`src/rtl/irq_arbiter.sv`:
```
// irq_arbiter: NSRC edge-captured interrupt sources issued one at a time as a CPU irq pulse; define IRQ_ARBITER_RR_EN for round-robin.
// Latency: source edge to irq pulse 2 cycles; register ack 1 cycle after request.
// Backpressure: no new issue until the eoi high/low handshake completes or EOI_TIMEOUT expires; register port has no wait states.
module irq_arbiter #(
   parameter int NSRC        = 8,
   parameter int IRQ_BASE    = 16,
   parameter int EOI_TIMEOUT = 1024
) (
   input  logic            clk_i,
   input  logic            rst_ni,
   input  logic [NSRC-1:0] src_i,
   output logic [31:0]     irq_o,
   input  logic [31:0]     eoi_i,
   input  logic            reg_req_i,
   input  logic            reg_we_i,
   input  logic [3:0]      reg_addr_i,
   input  logic [31:0]     reg_wdata_i,
   output logic [31:0]     reg_rdata_o,
   output logic            reg_ack_o,
   output logic            timeout_o
);

   localparam int CW = $clog2(EOI_TIMEOUT);

   typedef enum logic [1:0] {IDLE, ISSUE, WAIT_EOI, WAIT_LOW} state_t;

   state_t          state_q, state_d;
   logic [3:0]      id_q, id_d, win_id;
   logic [CW-1:0]   cnt_q, cnt_d;
   logic [NSRC-1:0] src_q, enable_q, pending_q, pending_d;
   logic [NSRC-1:0] src_rise, req_en, w1c, force_set, grant_clr;
   logic [15:0]     eoi_src, irq_src;
   logic            grant, eoi_hit, wr_en;
   logic [1:0]      reg_sel;
   logic [31:0]     rdata_d, rdata_q;
   logic            ack_q;
   logic            unused_ok;

   assign unused_ok = ^{reg_addr_i[1:0], reg_wdata_i, eoi_i};

   assign wr_en     = reg_req_i & reg_we_i;
   assign reg_sel   = reg_addr_i[3:2];
   assign w1c       = (wr_en && reg_sel == 2'd1) ? reg_wdata_i[NSRC-1:0] : '0;
   assign force_set = (wr_en && reg_sel == 2'd3) ? reg_wdata_i[NSRC-1:0] : '0;
   assign src_rise  = src_i & ~src_q;
   assign req_en    = pending_q & enable_q;
   assign grant_clr = grant ? (NSRC'(1) << win_id) : '0;

   // Sets are OR-ed in last so an edge or FORCE beats a same-cycle clear.
   assign pending_d = (pending_q & ~w1c & ~grant_clr) | src_rise | force_set;

   always_comb begin
      eoi_src = '0;
      eoi_src[NSRC-1:0] = eoi_i[IRQ_BASE +: NSRC];
   end
   assign eoi_hit = eoi_src[id_q];

`ifdef IRQ_ARBITER_RR_EN
   logic [3:0]  last_q;
   logic [4:0]  rr_idx;
   logic [15:0] req_wide;

   // Walk the search order backwards so the earliest candidate is written last.
   always_comb begin
      win_id   = '0;
      rr_idx   = '0;
      req_wide = '0;
      req_wide[NSRC-1:0] = req_en;
      for (int i = NSRC-1; i >= 0; i--) begin
         rr_idx = {1'b0, last_q} + 5'd1 + 5'(i);
         if (rr_idx >= 5'(NSRC)) rr_idx = rr_idx - 5'(NSRC);
         if (req_wide[rr_idx[3:0]]) win_id = rr_idx[3:0];
      end
   end

   always_ff @(posedge clk_i or negedge rst_ni) begin
      if (!rst_ni)    last_q <= 4'(NSRC-1);
      else if (grant) last_q <= win_id;
   end
`else
   always_comb begin
      win_id = '0;
      for (int i = NSRC-1; i >= 0; i--) begin
         if (req_en[i]) win_id = 4'(i);
      end
   end
`endif

   always_comb begin
      state_d   = state_q;
      id_d      = id_q;
      cnt_d     = cnt_q;
      grant     = 1'b0;
      timeout_o = 1'b0;
      case (state_q)
         IDLE: begin
            if (|req_en) begin
               grant   = 1'b1;
               id_d    = win_id;
               state_d = ISSUE;
            end
         end
         ISSUE: begin
            cnt_d   = '0;
            state_d = WAIT_EOI;
         end
         WAIT_EOI: begin
            if (cnt_q == CW'(EOI_TIMEOUT-1)) begin
               timeout_o = 1'b1;
               state_d   = IDLE;
            end else begin
               cnt_d = cnt_q + CW'(1);
               if (eoi_hit) state_d = WAIT_LOW;
            end
         end
         WAIT_LOW: begin
            if (cnt_q == CW'(EOI_TIMEOUT-1)) begin
               timeout_o = 1'b1;
               state_d   = IDLE;
            end else begin
               cnt_d = cnt_q + CW'(1);
               if (!eoi_hit) state_d = IDLE;
            end
         end
         default: state_d = IDLE;
      endcase
   end

   // Decoded straight from flops so an asynchronous reset drops the pulse at once.
   always_comb begin
      irq_src = '0;
      irq_o   = '0;
      if (state_q == ISSUE) irq_src = 16'(1) << id_q;
      irq_o[IRQ_BASE +: NSRC] = irq_src[NSRC-1:0];
   end

   always_comb begin
      rdata_d = '0;
      case (reg_sel)
         2'd0:    rdata_d = 32'(enable_q);
         2'd1:    rdata_d = 32'(pending_q);
         2'd2:    rdata_d = {(state_q != IDLE), 27'd0, id_q};
         default: rdata_d = '0;
      endcase
   end

   always_ff @(posedge clk_i or negedge rst_ni) begin
      if (!rst_ni) begin
         state_q   <= IDLE;
         id_q      <= '0;
         cnt_q     <= '0;
         src_q     <= '0;
         enable_q  <= '0;
         pending_q <= '0;
         ack_q     <= 1'b0;
         rdata_q   <= '0;
      end else begin
         state_q   <= state_d;
         id_q      <= id_d;
         cnt_q     <= cnt_d;
         src_q     <= src_i;
         pending_q <= pending_d;
         ack_q     <= reg_req_i;
         rdata_q   <= (reg_req_i && !reg_we_i) ? rdata_d : '0;
         if (wr_en && reg_sel == 2'd0) enable_q <= reg_wdata_i[NSRC-1:0];
      end
   end

   assign reg_ack_o   = ack_q;
   assign reg_rdata_o = rdata_q;

endmodule

```
`config.mk`:
```
export PLATFORM = sky130hd
export DESIGN_NAME = irq_arbiter
export DESIGN_NICKNAME = d
export VERILOG_FILES = /design/src/rtl/irq_arbiter.sv
export SDC_FILE = /design/constraint.sdc
export NUM_CORES = 1
export LEC_CHECK = 0
export BUFFER_PORTS_ARGS = -buffer_cell sky130_fd_sc_hd__buf_2
export CAP_MARGIN = 10
export CORE_ASPECT_RATIO = 0.6
export CORE_MARGIN = 4
export CORE_UTILIZATION = 41
export DETAILED_ROUTE_END_ITERATION = 16
export PLACE_DENSITY = 0.76
export SYNTH_ARGS = -nofsm -noshare
export SYNTH_HDL_FRONTEND = slang
export SYNTH_SLANG_ARGS = --single-unit
```
`constraint.sdc`:
```
create_clock -name clk_i -period 1.6 [get_ports clk_i]
set_input_delay 0.08 -clock clk_i [delete_from_list [all_inputs] [get_ports clk_i]]
set_output_delay 0.08 -clock clk_i [all_outputs]
set_load 0.005 [all_outputs]
```
==> results.json, run 1 <==
{
  "outcome": "complete, no violations",
  "rrSetupSlack_ns": 0.08,
  "final.min_clock_period_ns": 1.56,
  "detail-route-antenna-nets": 0,
  "clk_pin_slew_ns": 0.07,
  "ir_drop_mv": 0.622,
  "drc_errors": 0,
  "grt_pass1_vias": 2068,
  "yosysSeqAreaShare_pct": 43.1,
  "antenna_cells": 0,
  "grt_pass1_wl_um": 10200,
  "totalWireLength_um": 6530,
  "grt_max_degree": 32,
  "place_congestion": 0.842,
  "wire_per_inst_um": 14.6,
  "yosysWarnings": 0,
  "via_per_inst": 5.02,
  "clk_latency_ns": 0.29,
  "hold_path_class": "input port to flop",
  "drt_iter0_drc": 163,
  "synth_most_common_cell": "dfrtp_1",
  "timing.hold.ws_ns": 0.0355,
  "row_count": 23,
  "die_w_um": 116,
  "ioPinCount": 146,
  "die_area_mm2": 0.00839,
  "synth_cells": 287,
  "vias": 2247,
  "finalHoldViolCount": 0,
  "timing.fmax_mhz": 641,
  "track_usage_pct": 15.5,
  "stdcell_area_mm2": 0.00348,
  "ys.flop_type": "dfrtp_1",
  "initial_core_util_pct": 42.5,
  "clock_tree.root_cell": "clkbuf_16",
  "drtPass1Iterations": 4,
  "final_cells": 448,
  "place_hpwl_um": 4910,
  "fin_nets": 441,
  "max_cap_violations": 0,
  "core-area_mm2": 0.00671,
  "yosysTopAreaCellShare_pct": 43.1,
  "tritoncts": "done",
  "cts_max_path_buffers": 2,
  "p_leak_nw": 1.64,
  "synth_area_leader_cell": "dfrtp_1",
  "synthToLayoutAreaGrowth_pct": 22.1,
  "synth_common_cells": "dfrtp_1 (49), buf_4 (47), nand2_1 (26)",
  "avgSynthCellArea_um2": 9.92,
  "arrival_ns": 1.48,
  "dp.cells": 427,
  "p_sw_w": 0.00157,
  "syn_area_mm2": 0.00285,
  "setup_viol": 0,
  "cp_max_fo": 8,
  "cts_sinks": 49,
  "end_kind": "output port",
  "post-place-ws_ns": 0.0518,
  "ys_ff_latch": 49,
  "start_kind": "flop",
  "cts_buffers": 5,
  "clkPwrFrac_pct": 28.7,
  "numPortBuffers": 48,
  "async_flop_share_pct": 100,
  "p_comb_share_pct": 31.8,
  "p_sw_share_pct": 33.8,
  "finalMaxSlewViolations": 0,
  "critical_path_class": "flop to output port",
  "p_per_area_mw_per_mm2": 1340,
  "cp.required_ns": 1.52,
  "drive_gt1_share_pct": 29.1,
  "p_int_w": 0.00309,
  "min_period_over_period_pct": 97.5,
  "yosysUniqueCellTypes": 48,
  "dieHeight_um": 72.6,
  "grt-ovfl-total": 0,
  "clock_skew_ns": 0.00711,
  "post-route-worst-setup-slack_ns": 0.0398,
  "antenna_found_initial": 0,
  "synth-edff-count": 0,
  "synthTopCellsByArea": "dfrtp_1 (43%), buf_4 (12%), mux2i_1 (3.5%), nand2_1 (3.4%), mux2_2 (3.2%)",
  "pwr-share-seq_pct": 39.5,
  "post_dp_cell_area_mm2": 0.00310,
  "htree_levels": 2
}
[per-stage QoR]
step	util [%]	total power, W	setup TNS (ns)
after floorplan	-	0.00273	0
after global placement	46.3	0.00308	0
after detailed placement	46.3	0.00314	0
after CTS	50.8	0.00453	-0.00481
after global routing	51.8	0.00494	-0.0516
final	51.8	0.00466	0
[power by group through the flow]
stage	combinational (W)	clock (W)	sequential, W
floorplan	0.00105	0	0.00168
global placement	0.00127	0	0.00181
detailed placement	0.00131	0	0.00183
CTS	0.00136	0.00137	0.00181
global route	0.00163	0.00142	0.00190
finish	0.00148	0.00134	0.00184
[metal layers]
metal / share of wire, % / track usage, % / vias to the layer above
li1: - / - / 1076
met1: 48 / 23.5 / 1074
met2: 42 / 21.9 / 87
met3: 8.4 / 3.58 / 10
met4: 1.1 / 4.30 / 0
met5: 0 / 0 / -
[critical path, cell delays in order, from the launching register on]
cell and delay (ns):
dfrtp_2 0.47, buf_4 0.19, clkinvlp_4 0.11, nand2_2 0.10, nor3_2 0.18, buf_2 0.14
[flip-flops by register name (all words and copies together), names as in the netlist]
signal       count
cnt_q           10
reg_rdata_o      9
enable_q         8
pending_q        8
src_q            8
id_q             3
state_q          2
reg_ack_o        1
[timing repair]
| item | CTS | global route |
|---|---|---|
| endpoints found under the hold margin | 27 | 0 |
| hold buffers | 10 | 0 |
| endpoints found under the setup margin | 5 | 9 |
| pin swaps | 0 | 1 |
| setup buffers | 0 | 3 |
| gates cloned | 0 | 0 |
| gates resized for setup | 5 | 11 |
[layout make-up]
cell class,instances,area [µm²]
Clock buffer,5,125
Clock inverter,3,65.1
Fill cell,606,3230
Inverter,7,30.0
Multi-Input combinational cell,218,1410
Sequential cell,49,1230
Tap cell,87,109
Timing Repair Buffer,79,510
[worst paths after layout]
kind                                 from      endpoint  depth (start not counted)
hold reg to reg                  cnt_q[9]      cnt_q[9]                          2
min in group asynchronous          rst_ni       id_q[1]                          2
setup / recovery               state_q[1]     irq_o[18]                          5
hold / removal             reg_wdata_i[3]  pending_q[3]                          3
setup reg to reg               state_q[1]      cnt_q[4]                          5
max in group asynchronous          rst_ni      cnt_q[9]                          3
[cell families (layout without fill, tap and decap cells)]
family          Yosys count  after routing  share of synthesized area, %
compound gates           56             56                          15.3
xor+xnor                  7              7                          2.15
fa+ha+maj                 1              1                         0.439
buf+inv                  66             94                          15.5
flops                    49             49                          43.1
mux                      20             20                          8.26
other cells               1             47                         0.132
simple gates             87             87                          15.1
[placed cells by master, fill, tap and decap left out, types with 3 or more instances in the layout]
master         count
inv_1              6
dlygate4sd3_1     10
buf_4             20
conb_1            47
and3_4             3
mux2_2             8
a22oi_1            6
nor2b_1            8
nor3_2             4
buf_2             48
clkbuf_16          5
a21oi_1           14
and4_1             3
a32o_1             3
mux2i_1            9
nand4_1            5
nand3_1            3
a221o_1            3
nand2_1           25
a22o_1             4
xnor2_1            7
o21ai_0            5
dfrtp_1           47
nor2_1            23
nand2b_1           3
Power figures use the tool's default switching activity.
==> inputs of run 2 (changes only) <==
--- a/config.mk
+++ b/config.mk
@@ -12,6 +12,7 @@
 export CORE_UTILIZATION = 41
 export DETAILED_ROUTE_END_ITERATION = 16
 export PLACE_DENSITY = 0.76
+export SETUP_SLACK_MARGIN = 0.15
 export SYNTH_ARGS = -nofsm -noshare
 export SYNTH_HDL_FRONTEND = slang
 export SYNTH_SLANG_ARGS = --single-unit
==> run 2 against run 1 <==
  * Non-clock buffer count rose by 16
  * Sequential share of layout area fell by 1.6 points
  * Core utilization rose by 2.8 points
  * Clock power fell by 24%
  * Combinational power rose by 29%
  * Critical path type unchanged
  * Critical endpoint is now irq_o[20]
==> results.json, run 2 (synthesized netlist as in run 1, its figures left out) <==
{
  "cp.required_ns": 1.52,
  "dieHeight_um": 72.6,
  "antenna_cells": 0,
  "start_kind": "flop",
  "numPortBuffers": 48,
  "dp.cells": 424,
  "p_sw_w": 0.00178,
  "via_per_inst": 5.21,
  "hold_path_class": "input port to flop",
  "track_usage_pct": 16.0,
  "cts_buffers": 5,
  "drt_iter0_drc": 146,
  "totalWireLength_um": 7340,
  "vias": 2417,
  "p_leak_nw": 1.71,
  "die_area_mm2": 0.00839,
  "grt-ovfl-total": 0,
  "cp_max_fo": 8,
  "setup_viol": 0,
  "cts_sinks": 49,
  "outcome": "complete, no violations",
  "slew-limit-headroom_pct": 58.8,
  "initial_core_util_pct": 42.5,
  "row_count": 23,
  "tritoncts": "done",
  "critical_path_class": "flop to output port",
  "wire_per_inst_um": 15.8,
  "final.min_clock_period_ns": 1.60,
  "grt_pass1_vias": 2149,
  "fin_nets": 457,
  "end_kind": "output port",
  "drtPass1Iterations": 5,
  "finalMaxSlewViolations": 0,
  "clock_tree.root_cell": "clkbuf_16",
  "p_int_w": 0.00303,
  "tightest_slew_ns": 0.618,
  "place_hpwl_um": 4900,
  "ioPinCount": 146,
  "clk_latency_ns": 0.29,
  "arrival_ns": 1.52,
  "final.setup.tns_ns": 0,
  "die_w_um": 116,
  "htree_levels": 2,
  "largest_reg_flops": 10,
  "place_congestion": 0.865,
  "clkPwrFrac_pct": 21.2,
  "ir_drop_mv": 0.720,
  "finalHoldViolCount": 0,
  "grt_max_degree": 50,
  "p_per_area_mw_per_mm2": 1310,
  "synthToLayoutAreaGrowth_pct": 28.6,
  "min_period_over_period_pct": 99.8,
  "pwr-share-seq_pct": 39.0,
  "antenna_found_initial": 0,
  "detail-route-antenna-nets": 0,
  "grt_pass1_wl_um": 10600,
  "p_comb_share_pct": 39.7,
  "max_cap_violations": 0,
  "timing.fmax_mhz": 626,
  "core-area_mm2": 0.00671,
  "cts_max_path_buffers": 2,
  "most-common-layout-cells": "conb_1 (47), buf_2 (47), dfrtp_1 (42), buf_4 (33), nand2_1 (25)",
  "drive_gt1_share_pct": 34.7,
  "regMostFlops": "cnt_q",
  "p_sw_share_pct": 37.0,
  "drc_errors": 0,
  "clock_skew_ns": 0.00538,
  "clk_pin_slew_ns": 0.06,
  "rsz0062_at_grt": "yes",
  "final_cells": 464
}
-- run 2: cell types whose count changed in the layout (fill, tap and decap cells not counted), moves of 3 or more --
cell	previous run	this run
buf_4	20	33
buf_6	0	4
clkbuf_1	0	3
dfrtp_1	47	42
dfrtp_2	2	7
-- run 2: critical path, stage by stage (launching register included) --
cell and delay [ns]:
dfrtp_2 0.47, nor2b_1 0.21, nand2_1 0.13, nor3_1 0.23, buf_2 0.19
-- run 2: layer usage --
metal	share of wire, %	global-route usage (%)	vias to the layer above
met2	43	22.6	129
met1	45	23.9	1167
met5	0	0	-
met3	9.6	3.50	16
met4	2.4	5.60	0
li1	-	-	1105
-- run 2: timing repair --
item                                    CTS  global route
endpoints found under the setup margin   20            25
buffers inserted                          5            17
hold buffers                             10             0
endpoints found under the hold margin    58             0
gates resized for setup                  15            27
pin swaps                                 6            14
-- run 2: cell type report --
| class | count | area, µm² |
|---|---|---|
| Inverter | 7 | 28.8 |
| Sequential cell | 49 | 1230 |
| Clock buffer | 8 | 136 |
| Tap cell | 87 | 109 |
| Multi-Input combinational cell | 218 | 1510 |
| Timing Repair Buffer | 95 | 648 |
| Fill cell | 562 | 3040 |
-- run 2: final timing paths --
path | start | to | slack [ns] | depth (start not counted)
worst min register to register | src_q[0] | pending_q[0] | 0.56 | 2
worst min-delay path | reg_wdata_i[3] | pending_q[3] | 0.03 | 3
max in group asynchronous | rst_ni | cnt_q[6] | 0.73 | 3
min in group asynchronous | rst_ni | reg_ack_o | 0.42 | 3
worst max register to register | cnt_q[1] | cnt_q[9] | 0.12 | 5
worst max-delay path | state_q[0] | irq_o[20] | 0.003 | 4
-- run 2: stage by stage --
stage / hold WS (ns) / setup WS, ns / power (W) / util, % / cell area [µm²]
floorplan: -0.216 / 0.151 / 0.00274 / - / 3020
global placement: 0.201 / 0.0123 / 0.00309 / 45.8 / 3070
detailed placement: 0.202 / 0.0198 / 0.00316 / 45.8 / 3070
CTS: 0.0282 / 0.0817 / 0.00435 / 51.1 / 3420
global route: 0.0586 / -0.0794 / 0.00506 / 54.6 / 3660
finish: 0.0319 / 0.00328 / 0.00481 / 54.6 / 3660
-- run 2: power groups by stage --
stage	Clock (W)	Combinational [W]	Sequential, W
after CTS	0.00103	0.00150	0.00182
after global placement	0	0.00127	0.00182
after detailed placement	0	0.00133	0.00183
final	0.00102	0.00191	0.00187
after global routing	0.00108	0.00207	0.00191
after floorplan	0	0.00105	0.00168
==> inputs of run 3 (changes only) <==
--- a/config.mk
+++ b/config.mk
@@ -11,7 +11,8 @@
 export CORE_MARGIN = 4
 export CORE_UTILIZATION = 41
 export DETAILED_ROUTE_END_ITERATION = 16
-export PLACE_DENSITY = 0.76
+export PLACE_DENSITY = 0.73
+export RECOVER_POWER = 25
 export SETUP_SLACK_MARGIN = 0.15
 export SYNTH_ARGS = -nofsm -noshare
 export SYNTH_HDL_FRONTEND = slang
==> run 3 against run 2 <==
  * Total power grew 2.7%
  * Core utilization fell by 0.47 points
  * Clock power rose by 32%
  * Global-route usage is essentially flat
  * Largest cell class unchanged
  * Critical endpoint is now cnt_q[1]
  * Sequential power about the same
==> results.json, run 3 (synthesized netlist as in run 1, its figures left out) <==
{
  "drt_iter0_drc": 257,
  "synthToLayoutAreaGrowth_pct": 27.5,
  "place_hpwl_um": 4840,
  "hold_path_class": "input port to flop",
  "clk_pin_slew_ns": 0.07,
  "p_per_area_mw_per_mm2": 1360,
  "track_usage_pct": 16.0,
  "grt_util_met2_pct": 24.1,
  "cts_buffers": 5,
  "max_cap_violations": 0,
  "htree_levels": 2,
  "antenna_found_initial": 0,
  "most-common-layout-cells": "conb_1 (47), dfrtp_1 (44), buf_2 (43), buf_4 (33), nand2_1 (25)",
  "final.setup.tns_ns": 0,
  "setup_viol": 0,
  "rsz0062_at_grt": "yes",
  "crit_chain": "and3_4, buf_4, nand4_1, mux2i_1, o21ai_0",
  "final.min_clock_period_ns": 1.52,
  "totalWireLength_um": 7050,
  "cpPeakStageDelay_ns": 0.37,
  "regMostFlops": "cnt_q",
  "grt_max_degree": 32,
  "fin_nets": 455,
  "numPortBuffers": 48,
  "die_w_um": 116,
  "end_kind": "flop",
  "row_count": 23,
  "cp.required_ns": 1.79,
  "detail-route-antenna-nets": 0,
  "layout_commonest_cell": "conb_1",
  "wire_per_inst_um": 15.3,
  "critical_path_class": "flop to flop",
  "cts_max_path_buffers": 2,
  "cts_sinks": 49,
  "grt_most_used_layer": "met2",
  "initial_core_util_pct": 42.5,
  "timing.fmax_mhz": 657,
  "die_area_mm2": 0.00839,
  "via_per_inst": 5.12,
  "ir_drop_mv": 0.665,
  "fin_util_pct": 54.2,
  "grt_use_met1_pct": 22.9,
  "drive_gt1_share_pct": 32.8,
  "core-area_mm2": 0.00671,
  "drtPass1Iterations": 4,
  "place_congestion": 0.863,
  "drc_errors": 0,
  "ioPinCount": 146,
  "clock_skew_ns": 0.0100,
  "clock_tree.root_cell": "clkbuf_16",
  "min_period_over_period_pct": 95.1,
  "antenna_cells": 0,
  "slew-limit-headroom_pct": 28.9,
  "vias": 2365,
  "tritoncts": "done",
  "start_kind": "flop",
  "largest_reg_flops": 10,
  "finalHoldViolCount": 0,
  "fill_cells": 576,
  "arrival_ns": 1.71,
  "tightest_slew_ns": 1.07,
  "outcome": "complete, no violations",
  "global_route.usage.met3_pct": 5.00,
  "clk_latency_ns": 0.29,
  "grt-ovfl-total": 0,
  "grt_pass1_vias": 2241,
  "p_leak_nw": 1.71,
  "cpMaxStageDelayCell": "dfrtp_1",
  "cp_max_fo": 6,
  "finalMaxSlewViolations": 0,
  "grt_pass1_wl_um": 10800,
  "dieHeight_um": 72.6
}
[run 3: final cells by class]
cell class	instances	area (µm²)	area share, %
Multi-Input combinational cell	218	1460	40.1
Clock inverter	3	65.1	1.79
Clock buffer	5	125	3.45
Tap cell	87	109	3.00
Timing Repair Buffer	93	613	16.9
Sequential cell	49	1230	33.9
Inverter	7	31.3	0.861
[run 3: critical path, delay by kind of cell, from the launching register on]
kind / cells / cell delay, ns
compound gates: 1 / 0.21
mux: 1 / 0.20
flops: 1 / 0.37
simple gates: 2 / 0.47
buf+inv: 1 / 0.16
[run 3: metal layers]
layer | share of wire (%) | up-vias
met2 | 45 | 129
met5 | 0 | -
met3 | 11 | 8
met1 | 44 | 1131
met4 | 0.95 | 0
li1 | - | 1097
[run 3: path summary, 6_finish.rpt]
| check | cells past startpoint | from | slack [ns] | to |
|---|---|---|---|---|
| min in group asynchronous | 2 | rst_ni | 0.50 | reg_rdata_o[31] |
| max in group asynchronous | 3 | rst_ni | 0.35 | cnt_q[3] |
| worst min-delay path | 3 | reg_wdata_i[3] | 0.04 | pending_q[3] |
| worst max register to register | 5 | cnt_q[9] | 0.08 | cnt_q[1] |
| worst min register to register | 3 | src_q[3] | 0.56 | pending_q[3] |
| worst max-delay path | 5 | cnt_q[9] | 0.08 | cnt_q[1] |
[run 3: where the power goes]
group | switching, W | internal, W | total (W)
Clock | 0.000460 | 0.000893 | 0.00135
Sequential | 0.000370 | 0.00149 | 0.00186
Combinational | 0.000864 | 0.000863 | 0.00173
[run 3: repair_timing]
action,in CTS,in global routing
buffers inserted,10,11
hold buffers,10,0
pin swaps,5,8
setup endpoints to repair,19,26
resized for setup,21,10
endpoints found under the hold margin,27,0
[run 3: through the flow]
step / total power (W) / area (µm²) / hold slack [ns] / std cells / setup slack [ns]
after floorplan: 0.00274 / 3020 / -0.216 / 333 / 0.151
after global placement: 0.00308 / 3070 / 0.0478 / 423 / 0.0851
after detailed placement: 0.00313 / 3070 / 0.0532 / 423 / 0.0661
after CTS: 0.00476 / 3520 / 0.0357 / 451 / 0.0981
after global routing: 0.00519 / 3630 / 0.0728 / 462 / 0.0264
final: 0.00494 / 3630 / 0.0411 / 462 / 0.0776
